File: config.mk
export PLATFORM = sky130hd
export DESIGN_NAME = i2c_cfg_seq
export DESIGN_NICKNAME = d
export VERILOG_FILES = /design/src/rtl/i2c_cfg_seq.sv
export SDC_FILE = /design/constraint.sdc
export NUM_CORES = 1
export LEC_CHECK = 0
export CAP_MARGIN = 20
export CORE_MARGIN = 1
export CORE_UTILIZATION = 49
export CTS_BUF_LIST = sky130_fd_sc_hd__clkbuf_8 sky130_fd_sc_hd__clkbuf_16
export DETAILED_ROUTE_END_ITERATION = 10
export MAX_ROUTING_LAYER = met4
export PLACE_DENSITY = 0.71
export SKIP_LAST_GASP = 1
export SLEW_MARGIN = 20
export SYNTH_ARGS = -nofsm -noshare
export SYNTH_HDL_FRONTEND = slang
export SYNTH_SLANG_ARGS = --single-unit
File: constraint.sdc
create_clock -name sys_clk_50mhz -period 3.74 [get_ports sys_clk_50mhz]
set_clock_uncertainty 0.05 [all_clocks]
set_input_delay 0.374 -clock sys_clk_50mhz [delete_from_list [all_inputs] [get_ports sys_clk_50mhz]]
set_output_delay 0.374 -clock sys_clk_50mhz [all_outputs]
set_load 0.01 [all_outputs]
File: src/rtl/i2c_cfg_seq.sv
// rtl/i2c_cfg_seq.sv - table-driven I2C register initialisation sequencer
// Walks a (reg, data) table, issuing a write (and optional readback) per entry with retries.
module i2c_cfg_seq #(
  parameter logic [7:0] DEV_ADDR   = 8'hBA,
  parameter int         TBL_AW     = 6,
  parameter int         PWRUP_CYC  = 50,
  parameter int         DELAY_UNIT = 50000,
  parameter int         MAX_RETRY  = 3,
  parameter int         VERIFY     = 1
) (
  input  logic              sys_clk_50mhz,
  input  logic              reset_n,
  input  logic              start,
  output logic [TBL_AW-1:0] tbl_addr,
  input  logic [23:0]       tbl_data,
  output logic              cmd_valid,
  input  logic              cmd_ready,
  output logic              cmd_wr,
  output logic [7:0]        cmd_dev,
  output logic [7:0]        cmd_reg,
  output logic [15:0]       cmd_wdata,
  input  logic              rsp_valid,
  input  logic              rsp_nack,
  input  logic [15:0]       rsp_rdata,
  output logic              busy,
  output logic              cfg_done,
  output logic              cfg_err,
  output logic [TBL_AW-1:0] err_index,
  output logic [TBL_AW:0]   entry_cnt
);

  typedef enum logic [3:0] {
    IDLE, PWRUP, FETCH, DECODE, ISSUE_WR, WAIT_WR,
    ISSUE_RD, WAIT_RD, CHECK, DELAY, DONE, ERROR
  } state_t;

  localparam logic [TBL_AW-1:0] IDX_LAST = '1;
  localparam logic [TBL_AW-1:0] IDX_ONE  = 1;
  localparam logic [TBL_AW:0]   CNT_ONE  = 1;

  state_t              state_q, state_d;
  logic [TBL_AW-1:0]   idx_q, idx_d;
  logic [7:0]          retry_q, retry_d;
  logic [16:0]         ucnt_q, ucnt_d;
  logic [15:0]         tick_q, tick_d;
  logic [15:0]         ent_data_q, ent_data_d;
  logic [15:0]         rdata_q, rdata_d;
  logic                cmd_valid_q, cmd_valid_d;
  logic                cmd_wr_q, cmd_wr_d;
  logic [7:0]          cmd_reg_q, cmd_reg_d;
  logic [15:0]         cmd_wdata_q, cmd_wdata_d;
  logic                busy_q, busy_d;
  logic                cfg_done_q, cfg_done_d;
  logic                cfg_err_q, cfg_err_d;
  logic [TBL_AW-1:0]   err_index_q, err_index_d;
  logic [TBL_AW:0]     entry_cnt_q, entry_cnt_d;
  logic                do_complete, do_fail;

  always_comb begin
    state_d     = state_q;
    idx_d       = idx_q;
    retry_d     = retry_q;
    ucnt_d      = ucnt_q;
    tick_d      = tick_q;
    ent_data_d  = ent_data_q;
    rdata_d     = rdata_q;
    cmd_valid_d = cmd_valid_q;
    cmd_wr_d    = cmd_wr_q;
    cmd_reg_d   = cmd_reg_q;
    cmd_wdata_d = cmd_wdata_q;
    busy_d      = busy_q;
    cfg_done_d  = cfg_done_q;
    cfg_err_d   = cfg_err_q;
    err_index_d = err_index_q;
    entry_cnt_d = entry_cnt_q;
    do_complete = 1'b0;
    do_fail     = 1'b0;

    case (state_q)
      IDLE, DONE, ERROR: begin
        if (start) begin
          cfg_done_d  = 1'b0;
          cfg_err_d   = 1'b0;
          err_index_d = '0;
          entry_cnt_d = '0;
          idx_d       = '0;
          retry_d     = '0;
          ucnt_d      = '0;
          busy_d      = 1'b1;
          state_d     = PWRUP;
        end
      end
      PWRUP: begin
        if (ucnt_q == 17'(PWRUP_CYC - 1)) begin
          ucnt_d  = '0;
          state_d = FETCH;
        end else begin
          ucnt_d = ucnt_q + 17'd1;
        end
      end
      FETCH: state_d = DECODE;
      // tbl_data has settled by now: tbl_addr was stable through the FETCH clock
      DECODE: begin
        ent_data_d = tbl_data[15:0];
        if (tbl_data[23:16] == 8'hFF) begin
          state_d    = DONE;
          cfg_done_d = 1'b1;
          busy_d     = 1'b0;
        end else if (tbl_data[23:16] == 8'hFE) begin
          if (tbl_data[15:0] == 16'd0) begin
            do_complete = 1'b1;
          end else begin
            ucnt_d  = '0;
            tick_d  = '0;
            state_d = DELAY;
          end
        end else begin
          cmd_valid_d = 1'b1;
          cmd_wr_d    = 1'b1;
          cmd_reg_d   = tbl_data[23:16];
          cmd_wdata_d = tbl_data[15:0];
          state_d     = ISSUE_WR;
        end
      end
      ISSUE_WR: begin
        if (cmd_ready) begin
          cmd_valid_d = 1'b0;
          state_d     = WAIT_WR;
        end
      end
      WAIT_WR: begin
        if (rsp_valid) begin
          if (rsp_nack) begin
            do_fail = 1'b1;
          end else if (VERIFY != 0) begin
            cmd_valid_d = 1'b1;
            cmd_wr_d    = 1'b0;
            state_d     = ISSUE_RD;
          end else begin
            do_complete = 1'b1;
          end
        end
      end
      ISSUE_RD: begin
        if (cmd_ready) begin
          cmd_valid_d = 1'b0;
          state_d     = WAIT_RD;
        end
      end
      WAIT_RD: begin
        if (rsp_valid) begin
          if (rsp_nack) begin
            do_fail = 1'b1;
          end else begin
            rdata_d = rsp_rdata;
            state_d = CHECK;
          end
        end
      end
      CHECK: begin
        if (rdata_q == ent_data_q) do_complete = 1'b1;
        else                       do_fail     = 1'b1;
      end
      DELAY: begin
        if (ucnt_q == 17'(DELAY_UNIT - 1)) begin
          ucnt_d = '0;
          if (tick_q == ent_data_q - 16'd1) do_complete = 1'b1;
          else                              tick_d = tick_q + 16'd1;
        end else begin
          ucnt_d = ucnt_q + 17'd1;
        end
      end
      default: state_d = IDLE;
    endcase

    // A retry rewrites the same entry; cmd_reg/cmd_wdata still hold it
    if (do_fail) begin
      if (retry_q < 8'(MAX_RETRY)) begin
        retry_d     = retry_q + 8'd1;
        cmd_valid_d = 1'b1;
        cmd_wr_d    = 1'b1;
        state_d     = ISSUE_WR;
      end else begin
        cfg_err_d   = 1'b1;
        err_index_d = idx_q;
        busy_d      = 1'b0;
        state_d     = ERROR;
      end
    end

    if (do_complete) begin
      entry_cnt_d = entry_cnt_q + CNT_ONE;
      retry_d     = '0;
      if (idx_q == IDX_LAST) begin
        cfg_done_d = 1'b1;
        busy_d     = 1'b0;
        state_d    = DONE;
      end else begin
        idx_d   = idx_q + IDX_ONE;
        state_d = FETCH;
      end
    end
  end

  always_ff @(posedge sys_clk_50mhz or negedge reset_n) begin
    if (!reset_n) begin
      state_q     <= IDLE;
      idx_q       <= '0;
      retry_q     <= '0;
      ucnt_q      <= '0;
      tick_q      <= '0;
      ent_data_q  <= '0;
      rdata_q     <= '0;
      cmd_valid_q <= 1'b0;
      cmd_wr_q    <= 1'b0;
      cmd_reg_q   <= '0;
      cmd_wdata_q <= '0;
      busy_q      <= 1'b0;
      cfg_done_q  <= 1'b0;
      cfg_err_q   <= 1'b0;
      err_index_q <= '0;
      entry_cnt_q <= '0;
    end else begin
      state_q     <= state_d;
      idx_q       <= idx_d;
      retry_q     <= retry_d;
      ucnt_q      <= ucnt_d;
      tick_q      <= tick_d;
      ent_data_q  <= ent_data_d;
      rdata_q     <= rdata_d;
      cmd_valid_q <= cmd_valid_d;
      cmd_wr_q    <= cmd_wr_d;
      cmd_reg_q   <= cmd_reg_d;
      cmd_wdata_q <= cmd_wdata_d;
      busy_q      <= busy_d;
      cfg_done_q  <= cfg_done_d;
      cfg_err_q   <= cfg_err_d;
      err_index_q <= err_index_d;
      entry_cnt_q <= entry_cnt_d;
    end
  end

  assign tbl_addr  = idx_q;
  assign cmd_valid = cmd_valid_q;
  assign cmd_wr    = cmd_wr_q;
  assign cmd_dev   = DEV_ADDR;
  assign cmd_reg   = cmd_reg_q;
  assign cmd_wdata = cmd_wdata_q;
  assign busy      = busy_q;
  assign cfg_done  = cfg_done_q;
  assign cfg_err   = cfg_err_q;
  assign err_index = err_index_q;
  assign entry_cnt = entry_cnt_q;

endmodule
==> run_results.csv, run 1 <==
group,metric,value,unit
sta,hold_viol_final,68,
clock_tree,cts_setup_buffers,0,
clock_tree,clkLatencyLatePin,0.43,ns
synth,synth_area_leaders,"dfrtp_1, mux2_2, nand2_1",
synth,synthMuxAreaShare,0.104,
synth,yosys.area_share.simple,0.211,
global_route,antenna_found_initial,0,
power_and_ir_drop,p_sw_frac,0.356,
global_route,track_usage,0.254,
synth,ys_seq_area_frac,0.444,
synth,syn_area,0.00705,sq mm
synth,yosys-top-cells-count,"dfrtp_1, nand2_1, mux2_2, nor2_1, o21ai_0",
clock_tree,cts_hold_buf,0,
clock_tree,cts_max_level,4,
power_and_ir_drop,p_leak,3.65,nW
worst_setup_path,critPathKind,"flip-flop to flip-flop",
sta,tightest_slew,0.785,ns
worst_setup_path,critPathBufInv,1,
cells_and_area,nets,838,
power_and_ir_drop,ir_worst_vdd,0.435,mV
place,numPlacedInstances,945,
sta,whs,-0.0356,ns
power_and_ir_drop,pwr-share-clk,0.261,
synth,ys_ff_latch,125,
global_route,grt_pass1_vias,5455,
power_and_ir_drop,sequentialPowerShare,0.358,
clock_tree,post_cts_resized,0,
synth,synth_cells,705,
route,drc,0,
worst_setup_path,r2r_cells,9,
sta,post-route-period-util,0.869,
synth,synth_edf_count,0,
worst_setup_path,cpMaxStageDelayCell,"nor4b_2",
sta,slew_headroom,0.477,
worst_setup_path,cp.depth,9,
clock_tree,cts_tree,"built",
clock_tree,cts-root-buf,"clkbuf_16",
die,die_w,122,microns
synth,yosysWarnings,0,
power_and_ir_drop,power_frac_comb,0.381,
global_route,grt_max_degree,87,
route,drt_wl_total,17200,microns
clock_tree,cts_buffers,17,
worst_setup_path,worstPathCellList,"inv_1 -> ha_1 -> nor4b_2 -> nand4b_1 -> xnor2_1 -> a211o_1 -> nor4_4 -> or2_1 -> o221ai_1",
sta,min_period,3.25,ns
power_and_ir_drop,switching_power,2.30,mW
die,io_pins,102,
global_route,grt_overflow,0,
synth,yosysTopAreaCell,"dfrtp_1",
synth,synth_fa_ha_area_frac,0.0124,
route,avgViaCountPerCell,5.87,
worst_setup_path,crit_path_start_kind,"flip-flop",
run,maxCapViolCount,0,
place,gp_congestion,0.910,
worst_setup_path,arrival,3.46,ns
clock_tree,clock-sinks,125,
clock_tree,path_clk_slew,0.05,ns
cells_and_area,largest_reg_flops,17,
sta,rsz0062_at_grt,"false",
route,antenna_left,0,
die,die_h,122,microns
die,core_area,0.0139,sq mm
synth,synth_top_family_by_area,"simple AND/OR/NAND/NOR gates",
sta,tns,0,ns
global_route,grt_pass1_wl,28000,microns
route,detail_route.wl_per_cell,17.6,microns
synth,synth_top_area_frac,0.444,
synth,synth-async-reset-ratio,1.00,
synth,synth-compound-area-share,0.132,
die,initial_core_util,0.506,
cells_and_area,drive_gt1_frac,0.157,
route,drt-initial-drc-count,375,
die,dieArea,0.0149,sq mm
cells_and_area,top_register,"ucnt_q",
place,place_hpwl,12300,microns
clock_tree,clock_path_buffers,2,
outcome,status,"finished, violations left",
worst_setup_path,cp.required,3.95,ns
synth,yosys_most_used_dff,"dfrtp_1",
place,io_buffer_count,93,
cells_and_area,nFillCells,1131,
sta,setup_viol,0,
worst_setup_path,critPathMaxFanout,16,
synth,netlist-cell-type-count,75,
worst_hold_path,hold_path.class,"primary input to asynchronous set/reset pin",
worst_setup_path,critPathMaxStageDelay,0.55,ns
power_and_ir_drop,power.density,743,mW/mm^2
cells_and_area,num_antenna_cells,0,
synth,synth_area_per_cell,9.99,sq um
synth,synthXorXnorAreaFrac,0.0510,
sta,slew_violations,0,
die,rows,43,
synth,yosysMostFrequentCell,"dfrtp_1",
worst_setup_path,endpoint_kind,"flip-flop",
cells_and_area,area_delta_synth_final,23.2,%
route,vias,5739,
route,firstDrtPassIters,7,
cells_and_area,final_cells,977,
outcome,violations,"hold timing",
sta,max_freq,0.308,GHz
worst_setup_path,path_delay_family,"simple AND/OR/NAND/NOR gates",
power_and_ir_drop,intPower,4.15,mW
power by group through the flow:
stage          Clock [mW]  Sequential (mW)  Combinational, mW
2_1_floorplan           0             2.15               1.75
3_3_place_gp            0             2.29               2.39
3_5_place_dp            0             2.32               2.46
4_1_cts              1.71             2.30               2.47
5_1_grt              1.78             2.38               2.69
6_report             1.69             2.31               2.46
final cells by class:
type | count | area (sq um) | share of cell area
well taps | 180 | 225 | 0.0259
inverters | 22 | 82.6 | 0.00951
clock buffers | 20 | 467 | 0.0538
clock inverters | 11 | 143 | 0.0164
repair buffers | 102 | 1010 | 0.117
multi-input cells | 517 | 3620 | 0.417
flip-flops and latches | 125 | 3130 | 0.360
stage by stage:
step                      worst slack [ns]  utilization  hold WS, ns  total power [mW]  area [sq um]
final                                0.491        0.623      -0.0356              6.45          8680
after CTS                            0.490        0.622        0.148              6.49          8670
after floorplan                      0.986            -       0.0284              3.90          7070
after global routing                 0.197        0.623       0.0408              6.85          8680
after detailed placement             0.507        0.578        0.417              4.77          8060
after global placement               0.620        0.578        0.412              4.68          8060
cells in the final DEF (no fill, tap or decap), types with 9 or more instances in the layout:
cell type,n
mux2_2,56
nor2b_1,11
nor2_1,45
mux2i_1,10
xnor2_1,20
clkdlybuf4s50_1,92
nand2_1,61
nor3_1,11
nand2b_1,11
inv_1,23
and2_1,11
clkbuf_16,17
xor2_1,21
and3_1,14
nand3_1,28
nor4_1,16
dfrtp_1,125
or3_1,9
o21ai_0,36
or2_2,9
o31ai_1,22
metal layers:
metal | vias to the layer above | track usage | wire length, microns
li1 | 2687 | - | -
met1 | 2807 | 0.335 | 7730
met2 | 216 | 0.379 | 7900
met3 | 29 | 0.0599 | 1180
met4 | 0 | 0.0949 | 362
met5 | - | - | 0
kinds of logic (layout without fill, tap and decap cells):
logic type                 after synthesis  count (layout)
and+or+nand+nor                        266             266
AOI/OAI and AO/OA                      129             129
DFF                                    125             125
buffers and inverters                   69             155
muxes                                   66              66
xor gates and xnor gates                41              41
adders and majority gates                7               7
other                                    2               8
final timing paths:
kind | start | to | slack (ns)
max | ent_data_q[0] | tick_q[8] | 0.49
min reg2reg | cfg_err | cfg_err | 0.44
min | reset_n | entry_cnt[6] | -0.04
min in group sys_clk_50mhz | cfg_err | cfg_err | 0.44
max reg2reg | ent_data_q[0] | tick_q[8] | 0.49
max in group asynchronous | reset_n | tick_q[2] | 2.97
Power figures use the tool's default switching activity.
==> inputs of run 2 (changes only) <==
--- a/config.mk
+++ b/config.mk
@@ -12,8 +12,8 @@
 export DETAILED_ROUTE_END_ITERATION = 10
 export MAX_ROUTING_LAYER = met4
 export PLACE_DENSITY = 0.71
+export RECOVER_POWER = 100
 export SKIP_LAST_GASP = 1
-export SLEW_MARGIN = 20
 export SYNTH_ARGS = -nofsm -noshare
 export SYNTH_HDL_FRONTEND = slang
 export SYNTH_SLANG_ARGS = --single-unit
==> run_results.csv, run 2 (synthesis results as in run 1) <==
group,metric,value,unit
outcome,status,"finished, violations left",
outcome,violations,"capacitance limit, slew limit",
run,maxCapViolCount,1,
worst_hold_path,hold_path.class,"flip-flop to flip-flop",
global_route,grt_pass1_vias,5455,
cells_and_area,num_antenna_cells,0,
clock_tree,clock_path_buffers,2,
sta,min_period,3.33,ns
global_route,antenna_found_initial,0,
die,initial_core_util,0.506,
cells_and_area,nets,840,
route,detail_route.wl_per_cell,17.6,microns
place,gp_congestion,0.910,
worst_setup_path,crit_path_start_kind,"flip-flop",
route,drt-initial-drc-count,343,
global_route,grt_overflow,0,
worst_setup_path,cp.required,4.00,ns
clock_tree,clock-sinks,125,
worst_setup_path,endpoint_kind,"flip-flop",
sta,setup_viol,0,
clock_tree,cts-root-buf,"clkbuf_16",
worst_hold_path,worstHoldStart,"cfg_err",
worst_setup_path,critPathKind,"flip-flop to flip-flop",
sta,max_freq,0.300,GHz
place,io_buffer_count,93,
sta,tightest_slew,2.52,ns
die,core_area,0.0139,sq mm
route,drc,0,
clock_tree,clkLatencyLatePin,0.42,ns
clock_tree,path_clk_slew,0.06,ns
clock_tree,cts_hold_buf,0,
cells_and_area,seqCellArea,0.00313,sq mm
clock_tree,post_cts_resized,0,
power_and_ir_drop,power.density,734,mW/mm^2
sta,hold_viol_final,0,
worst_hold_path,min_path_cells,1,
sta,post-route-period-util,0.890,
cells_and_area,layout_commonest_cell,"dfrtp_1",
cells_and_area,drive_gt1_frac,0.144,
sta,rsz0062_at_grt,"false",
route,avgViaCountPerCell,5.85,
sta,slew_violations,46,
worst_setup_path,reg2reg_setup_slack,0.41,ns
clock_tree,cts_tree,"built",
sta,slew_headroom,-0.679,
worst_setup_path,r2r_cells,9,
cells_and_area,nFillCells,1140,
worst_setup_path,critPathMaxFanout,12,
cells_and_area,final_core_util,0.621,
power_and_ir_drop,p_leak,3.71,nW
clock_tree,cts_max_level,4,
global_route,track_usage,0.254,
die,io_pins,102,
place,place_hpwl,12300,microns
power_and_ir_drop,ir_worst_vdd,0.429,mV
cells_and_area,final_cell_mix,"dfrtp_1, nand2_1, mux2_2",
route,drt_wl_total,17200,microns
die,dieArea,0.0149,sq mm
worst_setup_path,arrival,3.59,ns
die,rows,43,
clock_tree,cts_setup_buffers,0,
die,die_w,122,microns
cells_and_area,multi_input_area,0.00359,sq mm
worst_setup_path,reg2reg_from,"ent_data_q[0]",
route,antenna_left,0,
global_route,grt_pass1_wl,28000,microns
route,firstDrtPassIters,5,
cells_and_area,largest_reg_flops,17,
worst_hold_path,holdPathEnd,"cfg_err",
route,vias,5723,
global_route,grt_max_degree,87,
worst_setup_path,worstReg2RegEnd,"entry_cnt[2]",
cells_and_area,top_register,"ucnt_q",
clock_tree,cts_buffers,17,
cells_and_area,area_delta_synth_final,22.9,%
sta,tns,0,ns
die,die_h,122,microns
[run 2: changes by cell type in the layout (fill, tap and decap cells not counted), moves of 4 or more]
| cell | delta |
|---|---|
| clkdlybuf4s50_1 | -49 |
| and2_1 | -6 |
| clkbuf_1 | +5 |
| buf_4 | -4 |
| and2_0 | +6 |
| dlygate4sd3_1 | +50 |
[run 2: worst max-delay path by stage]
stage                  startpoint            to  slack, ns
floorplan           ent_data_q[0]  entry_cnt[0]       0.99
global placement    ent_data_q[0]   tbl_addr[2]       0.62
detailed placement  ent_data_q[0]     tick_q[8]       0.51
CTS                 ent_data_q[0]     tick_q[8]       0.49
global route        ent_data_q[0]     tick_q[8]       0.15
finish              ent_data_q[0]  entry_cnt[2]       0.41
[run 2: power breakdown]
part / internal (mW) / switching, mW / total, mW
clock: 1.09 / 0.598 / 1.69
sequential: 1.77 / 0.522 / 2.30
combinational: 1.20 / 1.16 / 2.37
[run 2: area by class of cell]
class / instances / share of cell area
Tap cell: 180 / 0.0260
Inverter: 22 / 0.00954
Clock inverter: 11 / 0.0165
Timing Repair Buffer: 104 / 0.118
Clock buffer: 20 / 0.0539
Multi-Input combinational cell: 517 / 0.415
Sequential cell: 125 / 0.361
[run 2: worst max-delay path, cell delays in order, from the launching register on]
cell and delay (ns):
dfrtp_1 0.48, inv_1 0.11, ha_1 0.24, nor4b_2 0.55, nand4b_1 0.19, xnor2_1 0.15, a211o_1 0.28, nand4bb_4 0.36
and3_1 0.40, a221o_1 0.40
[run 2: layer usage]
layer / vias to the layer above / wire length (microns) / track usage
met5: - / 0 / -
met4: 0 / 352 / 0.0949
met3: 30 / 1120 / 0.0599
met2: 200 / 7930 / 0.379
met1: 2800 / 7800 / 0.335
li1: 2693 / - / -
[run 2: stage by stage]
step	total power, mW	area, sq um	setup slack [ns]	cells	hold WS (ns)
finish	6.35	8660	0.411	979	0.431
global route	6.75	8660	0.149	979	0.454
CTS	6.49	8670	0.490	976	0.148
detailed placement	4.77	8060	0.507	945	0.417
global placement	4.68	8060	0.620	945	0.412
floorplan	3.90	7070	0.986	711	0.0284
